**src/rtl/prga_fifo_rr_arbiter.sv**
```systemverilog
// Round-robin merge of several lookahead FIFO read ports into one lookahead
// output stage, with a per-port burst limit before the scan rotates.
module prga_fifo_rr_arbiter #(
  parameter int DATA_WIDTH = 32,
  parameter int NUM_PORTS  = 4,
  parameter int MAX_BURST  = 4,
  localparam int SRC_W     = (NUM_PORTS > 1) ? $clog2(NUM_PORTS) : 1
) (
  input  logic                            clk,
  input  logic                            rst,
  input  logic [NUM_PORTS-1:0]            empty_i,
  output logic [NUM_PORTS-1:0]            rd_i,
  input  logic [NUM_PORTS*DATA_WIDTH-1:0] dout_i,
  output logic                            empty,
  input  logic                            rd,
  output logic [DATA_WIDTH-1:0]           dout,
  output logic [SRC_W-1:0]                src
);

  localparam logic [7:0]       BURST_MAX = 8'(MAX_BURST);
  localparam logic [SRC_W-1:0] LAST_PORT = SRC_W'(NUM_PORTS - 1);

  logic                  valid_q, valid_d;
  logic [DATA_WIDTH-1:0] data_q, data_d;
  logic [SRC_W-1:0]      src_q, src_d;
  logic [SRC_W-1:0]      ptr_q, ptr_d;
  logic [7:0]            burst_q, burst_d;

  logic                  loadable;
  logic                  found;
  logic                  pop;
  logic [SRC_W-1:0]      scanStart;
  logic [SRC_W-1:0]      sel;
  logic [SRC_W-1:0]      idx;
  int                    idxInt;

  // Scan starts at the current port while its burst budget remains, else at the next one.
  always_comb begin
    loadable = !rst && (!valid_q || rd);
    if (burst_q < BURST_MAX) begin
      scanStart = ptr_q;
    end else if (ptr_q == LAST_PORT) begin
      scanStart = '0;
    end else begin
      scanStart = ptr_q + SRC_W'(1);
    end

    found  = 1'b0;
    sel    = '0;
    idxInt = 0;
    idx    = '0;
    for (int i = 0; i < NUM_PORTS; i++) begin
      idxInt = int'(scanStart) + i;
      if (idxInt >= NUM_PORTS) begin
        idxInt = idxInt - NUM_PORTS;
      end
      idx = idxInt[SRC_W-1:0];
      if (!found && !empty_i[idx]) begin
        found = 1'b1;
        sel   = idx;
      end
    end

    pop  = loadable && found;
    rd_i = '0;
    if (pop) begin
      rd_i[sel] = 1'b1;
    end
  end

  always_comb begin
    valid_d = valid_q;
    data_d  = data_q;
    src_d   = src_q;
    ptr_d   = ptr_q;
    burst_d = burst_q;
    if (pop) begin
      valid_d = 1'b1;
      data_d  = dout_i[int'(sel)*DATA_WIDTH +: DATA_WIDTH];
      src_d   = sel;
      ptr_d   = sel;
      if ((sel == ptr_q) && (burst_q < BURST_MAX)) begin
        burst_d = burst_q + 8'd1;
      end else begin
        burst_d = 8'd1;
      end
    end else if (rd) begin
      valid_d = 1'b0;
    end
  end

  // Reset parks ptr on the last port with an exhausted burst so the first scan starts at port 0.
  always_ff @(posedge clk) begin
    if (rst) begin
      valid_q <= 1'b0;
      data_q  <= '0;
      src_q   <= '0;
      ptr_q   <= LAST_PORT;
      burst_q <= BURST_MAX;
    end else begin
      valid_q <= valid_d;
      data_q  <= data_d;
      src_q   <= src_d;
      ptr_q   <= ptr_d;
      burst_q <= burst_d;
    end
  end

  assign empty = !valid_q;
  assign dout  = data_q;
  assign src   = src_q;

endmodule

```
**config.mk**
```make
export PLATFORM = sky130hd
export DESIGN_NAME = prga_fifo_rr_arbiter
export DESIGN_NICKNAME = d
export VERILOG_FILES = /design/src/rtl/prga_fifo_rr_arbiter.sv
export SDC_FILE = /design/constraint.sdc
export NUM_CORES = 1
export LEC_CHECK = 0
export CORE_MARGIN = 1
export CORE_UTILIZATION = 40
export CTS_CLUSTER_SIZE = 14
export DETAILED_ROUTE_END_ITERATION = 10
export PLACE_DENSITY = 0.87
export SLEW_MARGIN = 20
export SYNTH_ARGS = -nofsm -noshare
export SYNTH_HDL_FRONTEND = slang
export SYNTH_SLANG_ARGS = --single-unit
```
**constraint.sdc**
```tcl
create_clock -name clk -period 7.9 [get_ports clk]
set_input_delay 1.58 -clock clk [delete_from_list [all_inputs] [get_ports clk]]
set_output_delay 1.58 -clock clk [all_outputs]
set_load 0.02 [all_outputs]
```
After elaboration in Yosys (flattened, before gate mapping)

Index checks and enable logic that the tools add are counted.

Output and inout port bits: 39
Flip-flop bits (word level): 45

Order comparisons: 11
Reduce and logical (&&, ||, !) cells: 16
Eq/ne operators: 2
Multiplexer cells: 28
Shift operators: 1
$add $sub $neg: 9

Operators with widths:

| operator                                             | count |
|---|---|
| variable part select 128 x 8 -> 32 bit               | 1 |
| two-way mux 2 bit                                    | 10 |
| < comparator 2 x 3 -> 1 bit (second input constant)  | 5 |
| two-way mux 1 bit                                    | 11 |
| >= comparator 3 bit (second input constant)          | 3 |
| adder 8 x 1 -> 8 bit (second input constant)         | 1 |
| binary-select mux 1 bit (select 2 bit)               | 4 |
| < comparator 8 x 3 -> 1 bit (second input constant)  | 1 |
| two-way mux 8 bit                                    | 1 |
| subtractor 2 x 1 -> 2 bit (second input constant)    | 4 |
| logical AND 1 bit                                    | 7 |
| zero test 1 bit                                      | 7 |
| adder 2 x 2 -> 3 bit (second input constant)         | 2 |
| two-way mux 4 bit                                    | 1 |
| adder 2 x 1 -> 3 bit (second input constant)         | 1 |
| >= comparator 2 x 3 -> 1 bit (second input constant) | 1 |
| adder 2 x 1 -> 2 bit (second input constant)         | 1 |
| demux 1 bit (select 2 bit)                           | 1 |
| == test 2 bit                                        | 1 |
| == test 2 bit (second input constant)                | 1 |
| >= comparator 2 x 1 -> 1 bit (second input constant) | 1 |
| nonzero test 2 bit                                   | 1 |
| logical OR 1 bit                                     | 1 |

Depth between registers and ports, before layout

Gate-level depths: netlist of the first run.

Depth in word-level cells: 22
Depth in mapped cells: 11
Mapped depth without buffers: 8

Worst setup path after synthesis of the first run

Ideal clock, no wire load.

Path kind: input to output
From: input port empty_i[3]
To: output port rd_i[0]
Arrival: 3.287 ns
Stages: 6
Required time: 6.320 ns
Path slack: 3.033 ns
Cells stage by stage: and4_1 > nor3_1 > and2_1 > clkbuf_1 > clkbuf_1 > and2_1

Longest elaborated chain between the ends: 16
Elaborated cells on any way between the ends: 31
Those cells by class: 2 x order compare; 19 x mux; 10 x reduce/logical

Ends and longest elaborated chain:

| what                                                                                                     | RTL line | RTL |
|---|---|---|
| start, declared                                                                                          | 11       | `input logic [NUM_PORTS-1:0] empty_i,` |
| binary-select mux 1 bit (select 2 bit)                                                                   | 58       | `if (!found && !empty_i[idx]) begin` |
| two-way mux 1 bit (implied by the code)                                                                  | 58       |  |
| zero test 1 bit                                                                                          | 58       |  |
| logical AND 1 bit                                                                                        | 58       |  |
| two-way mux 1 bit                                                                                        | 58       |  |
| zero test 1 bit                                                                                          | 58       |  |
| logical AND 1 bit                                                                                        | 58       |  |
| two-way mux 1 bit                                                                                        | 58       |  |
| zero test 1 bit                                                                                          | 58       |  |
| logical AND 1 bit                                                                                        | 58       |  |
| two-way mux 2 bit                                                                                        | 58       |  |
| < comparator 2 x 3 -> 1 bit (implied by the code) / >= comparator 2 x 1 -> 1 bit (equally long branches) | 67       | `rd_i[sel] = 1'b1;` |
| logical AND 1 bit (implied by the code)                                                                  | 67       |  |
| two-way mux 1 bit (implied by the code)                                                                  | 67       |  |
| demux 1 bit (select 2 bit)                                                                               | 67       |  |
| two-way mux 4 bit (*)                                                                                    | 66       | `if (pop) begin` |
| end, declared                                                                                            | 12       | `output logic [NUM_PORTS-1:0] rd_i,` |

Mark *: on every way between the ends. The rest lies on a longest branch, timed or not. The select of a mux whose other input is x is not followed.

Worst setup path in the final report of the first run

Ends and elaborated chain as after synthesis.

==> impl_metrics.json, run 1 <==
{
  "status": "complete, but fails checks",
  "violations": "DRC",
  "final_cell_mix": "173 x clkdlybuf4s50_1, 45 x dfxtp_1, 39 x nor2_1, 33 x a221o_1, 32 x mux2i_1",
  "grt_pass1_wl_mm": 13.8,
  "layout_commonest_cell": "clkdlybuf4s50_1",
  "drtIter0Drc": 94,
  "rsz0062_at_grt": "no",
  "num_rows": 29,
  "cts.clk_slew.worst_paths_ns": 0.08,
  "overflow": 0,
  "ctsResizeCount": 0,
  "h-tree-depth": 2,
  "power.switching_mw": 0.310,
  "area_growth_pct": 68.9,
  "grt_pass1_vias": 2943,
  "worst_ep_required_time_ns": 6.32,
  "hold_path_class": "reg2reg",
  "finClkSkew_ns": 0.0106,
  "critPathLaunchType": "input port",
  "p_per_area_nw_per_um2": 201,
  "dieArea_um2": 7090,
  "final_layout_size_suffix_gt1_share_pct": 7.17,
  "ys_types": 43,
  "finalCritPeriodShare_pct": 77.0,
  "synth_area_um2": 2700,
  "yosys_warnings": 0,
  "hold_viol": 0,
  "arrival_ns": 4.50,
  "maxCapViolations": 0,
  "synthCells": 285,
  "synth_seq_cells": 45,
  "grtUsageTotal_pct": 23.9,
  "instances_no_fill": 523,
  "path_max_fanout": 34,
  "initial_core_util_pct": 42.1,
  "swShare_pct": 33.7,
  "numCtsBuffers": 5,
  "io-pin-count": 174,
  "synth-edff-count": 0,
  "antenna_found_initial": 0,
  "tns_ns": 0,
  "vias_per_cell": 5.51,
  "clock.fmax_mhz": 164,
  "fillers": 501,
  "startpoint": "empty_i[3]",
  "die_h_um": 84.2,
  "cts_tree": "done",
  "grt_max_degree": 45,
  "dp_hpwl_mm": 6.41,
  "insertion_delay_ns": 0.30,
  "routedWlPerCell_um": 16.1,
  "cpMaxStageDelayCell": "nor3_1",
  "drt-total-wl_mm": 8.44,
  "die_w_um": 84.2,
  "layout.nets": 582,
  "dr.pass1.iters": 7,
  "worst_pin_slew_ns": 0.935,
  "pwr-share-comb_pct": 47.9,
  "min_from": "src[0]",
  "p_int_mw": 0.609,
  "period_minus_slack_ns": 6.08,
  "placed_cells": 515,
  "critPathTopFamily": "buffers and inverters",
  "postCtsHoldBufs": 0,
  "async_flop_share_pct": 0,
  "max_stage_delay_ns": 0.75,
  "cp_num_buf_inv": 3,
  "portBuffers": 173,
  "power_frac_seq_pct": 33.1,
  "report.final.slew_viol_count": 0,
  "syn-num-nets": 422,
  "synth-main-ff-cell": "dfxtp_1",
  "vias": 2884,
  "cts_setup_buffers": 0,
  "rrSetupSlack_ns": 4.75,
  "cts_buffer_depth": 2,
  "cp_cell_sequence": "clkdlybuf4s50_1 > and4_1 > nor3_1 > and2_1 > buf_4 > and2_1 > clkdlybuf4s50_1",
  "place_congestion": 0.872,
  "clkPwrFrac_pct": 19.0,
  "yosysSeqAreaShare_pct": 33.3,
  "setup_viol": 0,
  "cts.sinks": 45,
  "avgSynthCellArea_um2": 9.48,
  "reg2reg_from": "burst_q[2]",
  "final_antenna_net_count": 0,
  "power_leakage_nw": 1.77,
  "vdd_ir_drop_max_v": 0.000107,
  "core-area_um2": 6420,
  "drc": 10,
  "cts-root-buf": "clkbuf_8",
  "crit_type": "in2out",
  "end_kind": "output port",
  "antenna_cells": 0,
  "slew_headroom_pct": 37.2
}
## area by class of cell
cell class	instances	area, um2	area share [%]
clock inverter	2	38.8	0.850
inverter	4	15.0	0.329
clock buffer	6	72.6	1.59
multi-input combinational	212	1680	36.8
timing repair buffer	177	1760	38.6
tap	77	96.3	2.11
sequential	45	901	19.7
## Yosys cell counts, drive strengths merged (5+ instances only)
cell type,n,area share [%]
xor2,6,1.9
clkbuf,13,1.8
a21oi,5,0.93
nor3,11,2.0
nand2,5,0.69
nor3b,5,1.4
a221o,33,12
buf,11,2.5
dfxtp,45,33
mux2,32,13
nor2,40,5.6
mux2i,32,12
## per-layer routing
layer  share of wire, %  wire (um)  GRT usage, %
met1                 39       3310          27.1
met4                1.6        134          7.84
met5                  0          0             0
met3                6.7        564          5.80
met2                 53       4440          43.9
## power by group through the flow
| stage | Sequential, mW | Clock, mW | Combinational, mW |
|---|---|---|---|
| after detailed placement | 0.307 | 0 | 0.441 |
| final | 0.304 | 0.174 | 0.440 |
| after floorplan | 0.353 | 0 | 0.204 |
| after global placement | 0.306 | 0 | 0.434 |
| after global routing | 0.310 | 0.187 | 0.468 |
| after CTS | 0.303 | 0.178 | 0.442 |
## sequential cells by signal (all words and copies together), names as in the netlist
| name | flops |
|---|---|
| ptr_q | 2 |
| burst_q | 8 |
| src | 2 |
| dout | 32 |
| valid_q | 1 |
## cell families after synthesis
| group | share of synthesized area (%) |
|---|---|
| simple gates | 15.6 |
| mux | 25.2 |
| compound gates | 17.8 |
| flops | 33.3 |
| buf+inv | 4.91 |
| xor+xnor | 2.27 |
| fa+ha+maj | 0.926 |
## stage by stage
step	utilization (%)	instance area [um2]	total power, mW	setup slack [ns]	hold WS (ns)
2_1_floorplan	-	2700	0.557	3.03	0.523
3_3_place_gp	69.3	4450	0.741	1.94	0.458
3_5_place_dp	69.3	4450	0.748	1.78	0.467
4_1_cts	71.1	4560	0.924	1.83	0.481
5_1_grt	71.1	4560	0.965	1.61	0.495
6_report	71.1	4560	0.918	1.82	0.478
## worst paths after layout
| path | to | depth (start not counted) |
|---|---|---|
| setup / recovery | rd_i[0] | 7 |
| hold / removal | src[0] | 2 |
| setup reg to reg | burst_q[0] | 8 |
| hold reg to reg | src[0] | 2 |
## worst reg2reg max path, stage by stage (launching register included)
cell	delay (ns)
dfxtp_1	0.37
nor4_1	0.68
nand2_1	0.30
o311ai_1	0.46
a211oi_4	0.12
buf_4	0.26
xor2_1	0.19
o31a_1	0.37
a211o_1	0.28
Power figures use the tool's default switching activity.
==> run 2: changes to the inputs <==
--- a/config.mk
+++ b/config.mk
@@ -6,10 +6,10 @@
 export NUM_CORES = 1
 export LEC_CHECK = 0
 export CORE_MARGIN = 1
-export CORE_UTILIZATION = 40
+export CORE_UTILIZATION = 37
 export CTS_CLUSTER_SIZE = 14
 export DETAILED_ROUTE_END_ITERATION = 10
-export PLACE_DENSITY = 0.87
+export PLACE_DENSITY = 0.82
 export SLEW_MARGIN = 20
 export SYNTH_ARGS = -nofsm -noshare
 export SYNTH_HDL_FRONTEND = slang
==> constraint.sdc (replaced) <==
create_clock -name clk -period 5.6 [get_ports clk]
set_input_delay 1.12 -clock clk [delete_from_list [all_inputs] [get_ports clk]]
set_output_delay 1.12 -clock clk [all_outputs]
set_load 0.02 [all_outputs]
==> run 2 against run 1 <==
- the flow now finishes without violations
- sequential cell count did not move
- final cell count is 4.0% higher
- sequential share of layout area decreased by 0.20 points
- worst setup slack got worse by 0.90 ns
- first-iteration DRC count increased by 33%
- critical path depth grew 1
- worst hold slack lost 0.011 ns
- die area up 7.9%
- combinational power rose by 41%
- global-route usage shrank 1.7 points
- largest cell class unchanged
==> impl_metrics.json, run 2 (same netlist as run 1, synthesis figures left out) <==
{
  "status": "complete, no violations",
  "setup_slack_ns": 0.914,
  "dieArea_um2": 7650,
  "h-tree-depth": 2,
  "cts_tree": "done",
  "overflow": 0,
  "die_h_um": 87.5,
  "vias": 2864,
  "grt_max_degree": 37,
  "portBuffers": 173,
  "fillers": 598,
  "largest_register_ffs": 32,
  "end_kind": "output port",
  "hold_path_class": "reg2reg",
  "dr.pass1.iters": 5,
  "antenna_cells": 0,
  "die_w_um": 87.5,
  "rrSetupSlack_ns": 2.19,
  "drc": 0,
  "cts-root-buf": "clkbuf_8",
  "drt-total-wl_mm": 8.44,
  "numCtsBuffers": 5,
  "worst_ep_required_time_ns": 4.48,
  "p_int_mw": 0.863,
  "pwr-share-comb_pct": 47.4,
  "power_leakage_nw": 1.79,
  "finClkSkew_ns": 0.00817,
  "grtUsageTotal_pct": 22.2,
  "routedWlPerCell_um": 15.5,
  "worstReg2RegEnd": "dout[10]",
  "initial_core_util_pct": 39.1,
  "place_congestion": 0.873,
  "area_growth_pct": 70.6,
  "vias_per_cell": 5.26,
  "ctsResizeCount": 0,
  "report.final.slew_viol_count": 0,
  "num_rows": 30,
  "hold_depth": 2,
  "clock.fmax_mhz": 213,
  "insertion_delay_ns": 0.31,
  "layout_commonest_cell": "clkdlybuf4s50_1",
  "rsz0062_at_grt": "no",
  "swShare_pct": 34.0,
  "p_per_area_nw_per_um2": 283,
  "vdd_ir_drop_max_v": 0.000144,
  "arrival_ns": 3.57,
  "reg2reg_from": "ptr_q[0]",
  "cts.sinks": 45,
  "finalCritPeriodShare_pct": 83.7,
  "antenna_found_initial": 0,
  "setup_viol": 0,
  "cts_setup_buffers": 0,
  "worst_pin_slew_ns": 0.671,
  "cts_buffer_depth": 2,
  "final_layout_size_suffix_gt1_share_pct": 7.81,
  "clkPwrFrac_pct": 19.8,
  "startpoint": "empty_i[3]",
  "slew_headroom_pct": 55.1,
  "critPathLaunchType": "input port",
  "cts.clk_slew.worst_paths_ns": 0.09,
  "path_max_fanout": 7,
  "hold_viol": 0,
  "dp_hpwl_mm": 6.42,
  "r2r_cells": 8,
  "tns_ns": 0,
  "period_minus_slack_ns": 4.69,
  "power_frac_seq_pct": 32.8,
  "maxCapViolations": 0,
  "place_ws_ns": 0.930,
  "final_cell_mix": "173 x clkdlybuf4s50_1, 45 x dfxtp_1, 39 x nor2_1, 33 x a221o_1, 32 x mux2i_1",
  "grt_pass1_vias": 2828,
  "postCtsHoldBufs": 0,
  "final_antenna_net_count": 0,
  "layout.nets": 584,
  "drtIter0Drc": 125,
  "power.switching_mw": 0.444,
  "io-pin-count": 174,
  "core-area_um2": 6910,
  "endpoint": "rd_i[3]",
  "grt_pass1_wl_mm": 13.2,
  "crit_type": "in2out"
}
[run 2: cell count changes in the layout (fill, tap and decap cells not counted), sizes merged]
cell    before  now
clkbuf       6    5
buf          4    6
inv          4    5
[run 2: final cells by class]
cell class | instances | area [um2] | area share [%]
Timing Repair Buffer | 179 | 1780 | 38.5
Multi-Input combinational cell | 212 | 1680 | 36.4
Sequential cell | 45 | 901 | 19.5
Tap cell | 96 | 120 | 2.61
Clock buffer | 5 | 68.8 | 1.49
Clock inverter | 3 | 50.0 | 1.09
Inverter | 4 | 15.0 | 0.326
[run 2: power by group through the flow]
| stage | registers, mW | logic (mW) | clock network, mW |
|---|---|---|---|
| 3_5_place_dp | 0.434 | 0.623 | 0 |
| 5_1_grt | 0.436 | 0.664 | 0.277 |
| 2_1_floorplan | 0.498 | 0.288 | 0 |
| 3_3_place_gp | 0.433 | 0.618 | 0 |
| 6_report | 0.428 | 0.620 | 0.259 |
| 4_1_cts | 0.428 | 0.626 | 0.268 |
[run 2: worst min-delay path by stage]
stage	slack (ns)	endpoint	from
global route	0.50	dout[9]	dout[9]
detailed placement	0.45	src[1]	src[1]
finish	0.47	src[1]	src[1]
CTS	0.46	src[1]	src[1]
floorplan	0.52	burst_q[0]	burst_q[0]
global placement	0.45	src[1]	src[1]
[run 2: critical path, stage by stage]
cell and delay, ns:
clkdlybuf4s50_1 0.52, nor3b_1 0.19, a221oi_1 0.25, o31a_1 0.17
nand4_1 0.21, or2_2 0.38, nor2_1 0.10, clkdlybuf4s50_1 0.63
[run 2: metal layers]
layer	GRT usage (%)	up-vias	wire, um
met5	0	-	0
met4	8.05	0	162
met3	4.74	16	509
met2	39.8	106	4290
met1	25.8	1337	3480
li1	-	1405	-
[run 2: per-stage QoR]
stage	hold slack, ns	utilization [%]	area (um2)	instances	power (mW)
after floorplan	0.523	-	2700	285	0.786
after global placement	0.450	65.0	4490	536	1.05
after detailed placement	0.449	65.0	4490	536	1.06
after CTS	0.465	66.8	4610	544	1.32
after global routing	0.504	66.8	4610	544	1.38
final	0.466	66.8	4610	544	1.31
==> run 3: changes to the inputs <==
==> constraint.sdc (replaced) <==
create_clock -name clk -period 4.4 [get_ports clk]
set_input_delay 0.88 -clock clk [delete_from_list [all_inputs] [get_ports clk]]
set_output_delay 0.88 -clock clk [all_outputs]
set_load 0.02 [all_outputs]
==> run 3 against run 2 <==
- die area did not move
- sequential cell count unchanged
- sequential power rose by 27%
- global-route usage up 0.064 points
- register-to-register slack worse by 1.0 ns
- count of clock-buffer cells in the layout grew 1
- clock skew hardly changed
- non-clock buffer count is 2 higher
- utilization fell by 0.27 points
- critical path depth unchanged
- final cell count increased by 0.37%
- critical endpoint unchanged
- largest power group unchanged
- highest routed layer unchanged
==> impl_metrics.json, run 3 (same netlist as run 1, synthesis figures left out) <==
{
  "status": "complete, no violations",
  "dpl_cell_area_um2": 4510,
  "final_area_um2": 4590,
  "vias_per_cell": 5.28,
  "place_congestion": 0.885,
  "overflow": 0,
  "antenna_cells": 0,
  "placed_cells": 538,
  "maxCapViolations": 0,
  "layout_commonest_cell": "clkdlybuf4s50_1",
  "core-area_um2": 6910,
  "vdd_ir_drop_max_v": 0.000136,
  "vias": 2881,
  "critPathLaunchType": "input port",
  "p_total_mw": 1.59,
  "cts_buffer_depth": 2,
  "postCtsHoldBufs": 0,
  "dp_hpwl_mm": 6.54,
  "crit_top_cell": "clkdlybuf4s50_1",
  "die_h_um": 87.5,
  "crit_type": "in2out",
  "grtUsageTotal_pct": 22.2,
  "portBuffers": 173,
  "r2r_cells": 8,
  "cp_cell_sequence": "clkdlybuf4s50_1 > nor3b_1 > a221oi_1 > o31a_1 > nand4_1 > or2_4 > nor2_1 > clkdlybuf4s50_1",
  "max_stage_delay_ns": 0.62,
  "cts_setup_buffers": 0,
  "final_layout_size_suffix_gt1_share_pct": 8.00,
  "instances_no_fill": 546,
  "finalCritPeriodShare_pct": 95.1,
  "finClkSkew_ns": 0.00803,
  "clock.fmax_mhz": 239,
  "area_growth_pct": 69.9,
  "cts.clk_slew.worst_paths_ns": 0.08,
  "end_kind": "output port",
  "path_max_fanout": 9,
  "hold_depth": 2,
  "p_per_area_nw_per_um2": 346,
  "cts.sinks": 45,
  "die_w_um": 87.5,
  "grt_pass1_vias": 2774,
  "largest_register_ffs": 32,
  "cts_tree": "done",
  "antenna_found_initial": 0,
  "final_cell_mix": "173 x clkdlybuf4s50_1, 45 x dfxtp_1, 39 x nor2_1, 33 x a221o_1, 32 x mux2i_1",
  "setup_viol": 0,
  "final_antenna_net_count": 0,
  "period_minus_slack_ns": 4.19,
  "tns_ns": 0,
  "drtIter0Drc": 107,
  "worst_ep_required_time_ns": 3.52,
  "drc": 0,
  "io-pin-count": 174,
  "slew_headroom_pct": 55.0,
  "num_rows": 30,
  "report.final.slew_viol_count": 0,
  "numCtsBuffers": 5,
  "power_leakage_nw": 1.78,
  "dieArea_um2": 7650,
  "cts-root-buf": "clkbuf_8",
  "dr.pass1.iters": 4,
  "grt_pass1_wl_mm": 13.3,
  "arrival_ns": 3.31,
  "grt_max_degree": 37,
  "drt-total-wl_mm": 8.40,
  "initial_core_util_pct": 39.1,
  "cpMaxStageDelayCell": "clkdlybuf4s50_1",
  "routedWlPerCell_um": 15.4,
  "insertion_delay_ns": 0.30,
  "hold_viol": 0,
  "hold_path_class": "reg2reg",
  "h-tree-depth": 2,
  "layout.nets": 586,
  "rsz0062_at_grt": "no",
  "worst_pin_slew_ns": 0.674
}
==> run 3: cell types whose count changed in the layout (fill, tap and decap cells not counted) <==
cell	change
inv_8	-1
or2_2	-1
bufinv_16	-1
or2_4	+1
clkbuf_1	+1
clkinv_4	-1
buf_4	+2
clkinv_2	+2
==> run 3: timing repair <==
item	in CTS	in global routing
gates resized for setup	0	1
endpoints found under the setup margin	0	2
endpoints found under the hold margin	0	0
==> run 3: final timing paths <==
kind / to / from / slack [ns]
max: rd_i[3] / empty_i[3] / 0.21
max reg2reg: burst_q[0] / burst_q[2] / 1.18
min reg2reg: src[1] / src[1] / 0.47
min: src[1] / src[1] / 0.47
==> run 3: layout make-up <==
type / count / area, um2
Fill cell: 567 / 2310
Tap cell: 96 / 120
Sequential cell: 45 / 901
Clock inverter: 2 / 10.0
Inverter: 4 / 15.0
Multi-Input combinational cell: 212 / 1680
Timing Repair Buffer: 181 / 1790
Clock buffer: 6 / 72.6
==> run 3: worst max-delay path: cells and delay by family <==
family,cells,cell delay [ns]
AO/OA/AOI/OAI,2,0.43
buffers and inverters,2,1.14
AND/OR/NAND/NOR,4,0.84
==> run 3: report_power, final <==
group,internal [mW],total (mW),switching [mW]
registers,0.490,0.544,0.0542
clock network,0.110,0.251,0.141
logic,0.436,0.792,0.356
total,1.04,1.59,0.551
==> run 3: per-stage QoR <==
step                      hold WS [ns]  utilization [%]  worst slack [ns]
after floorplan                  0.523                -             0.933
after global placement           0.445             65.3             0.233
after detailed placement         0.455             65.3             0.175
after CTS                        0.466             66.4             0.157
after global routing             0.502             66.5            0.0500
final                            0.469             66.5             0.214
==> run 3: layer usage <==
layer	global-route usage, %	part of all wire (%)	vias to the layer above
li1	-	-	1406
met1	25.3	39	1341
met2	40.3	52	121
met3	5.78	7.1	13
met4	7.00	1.8	0
met5	0	0	-
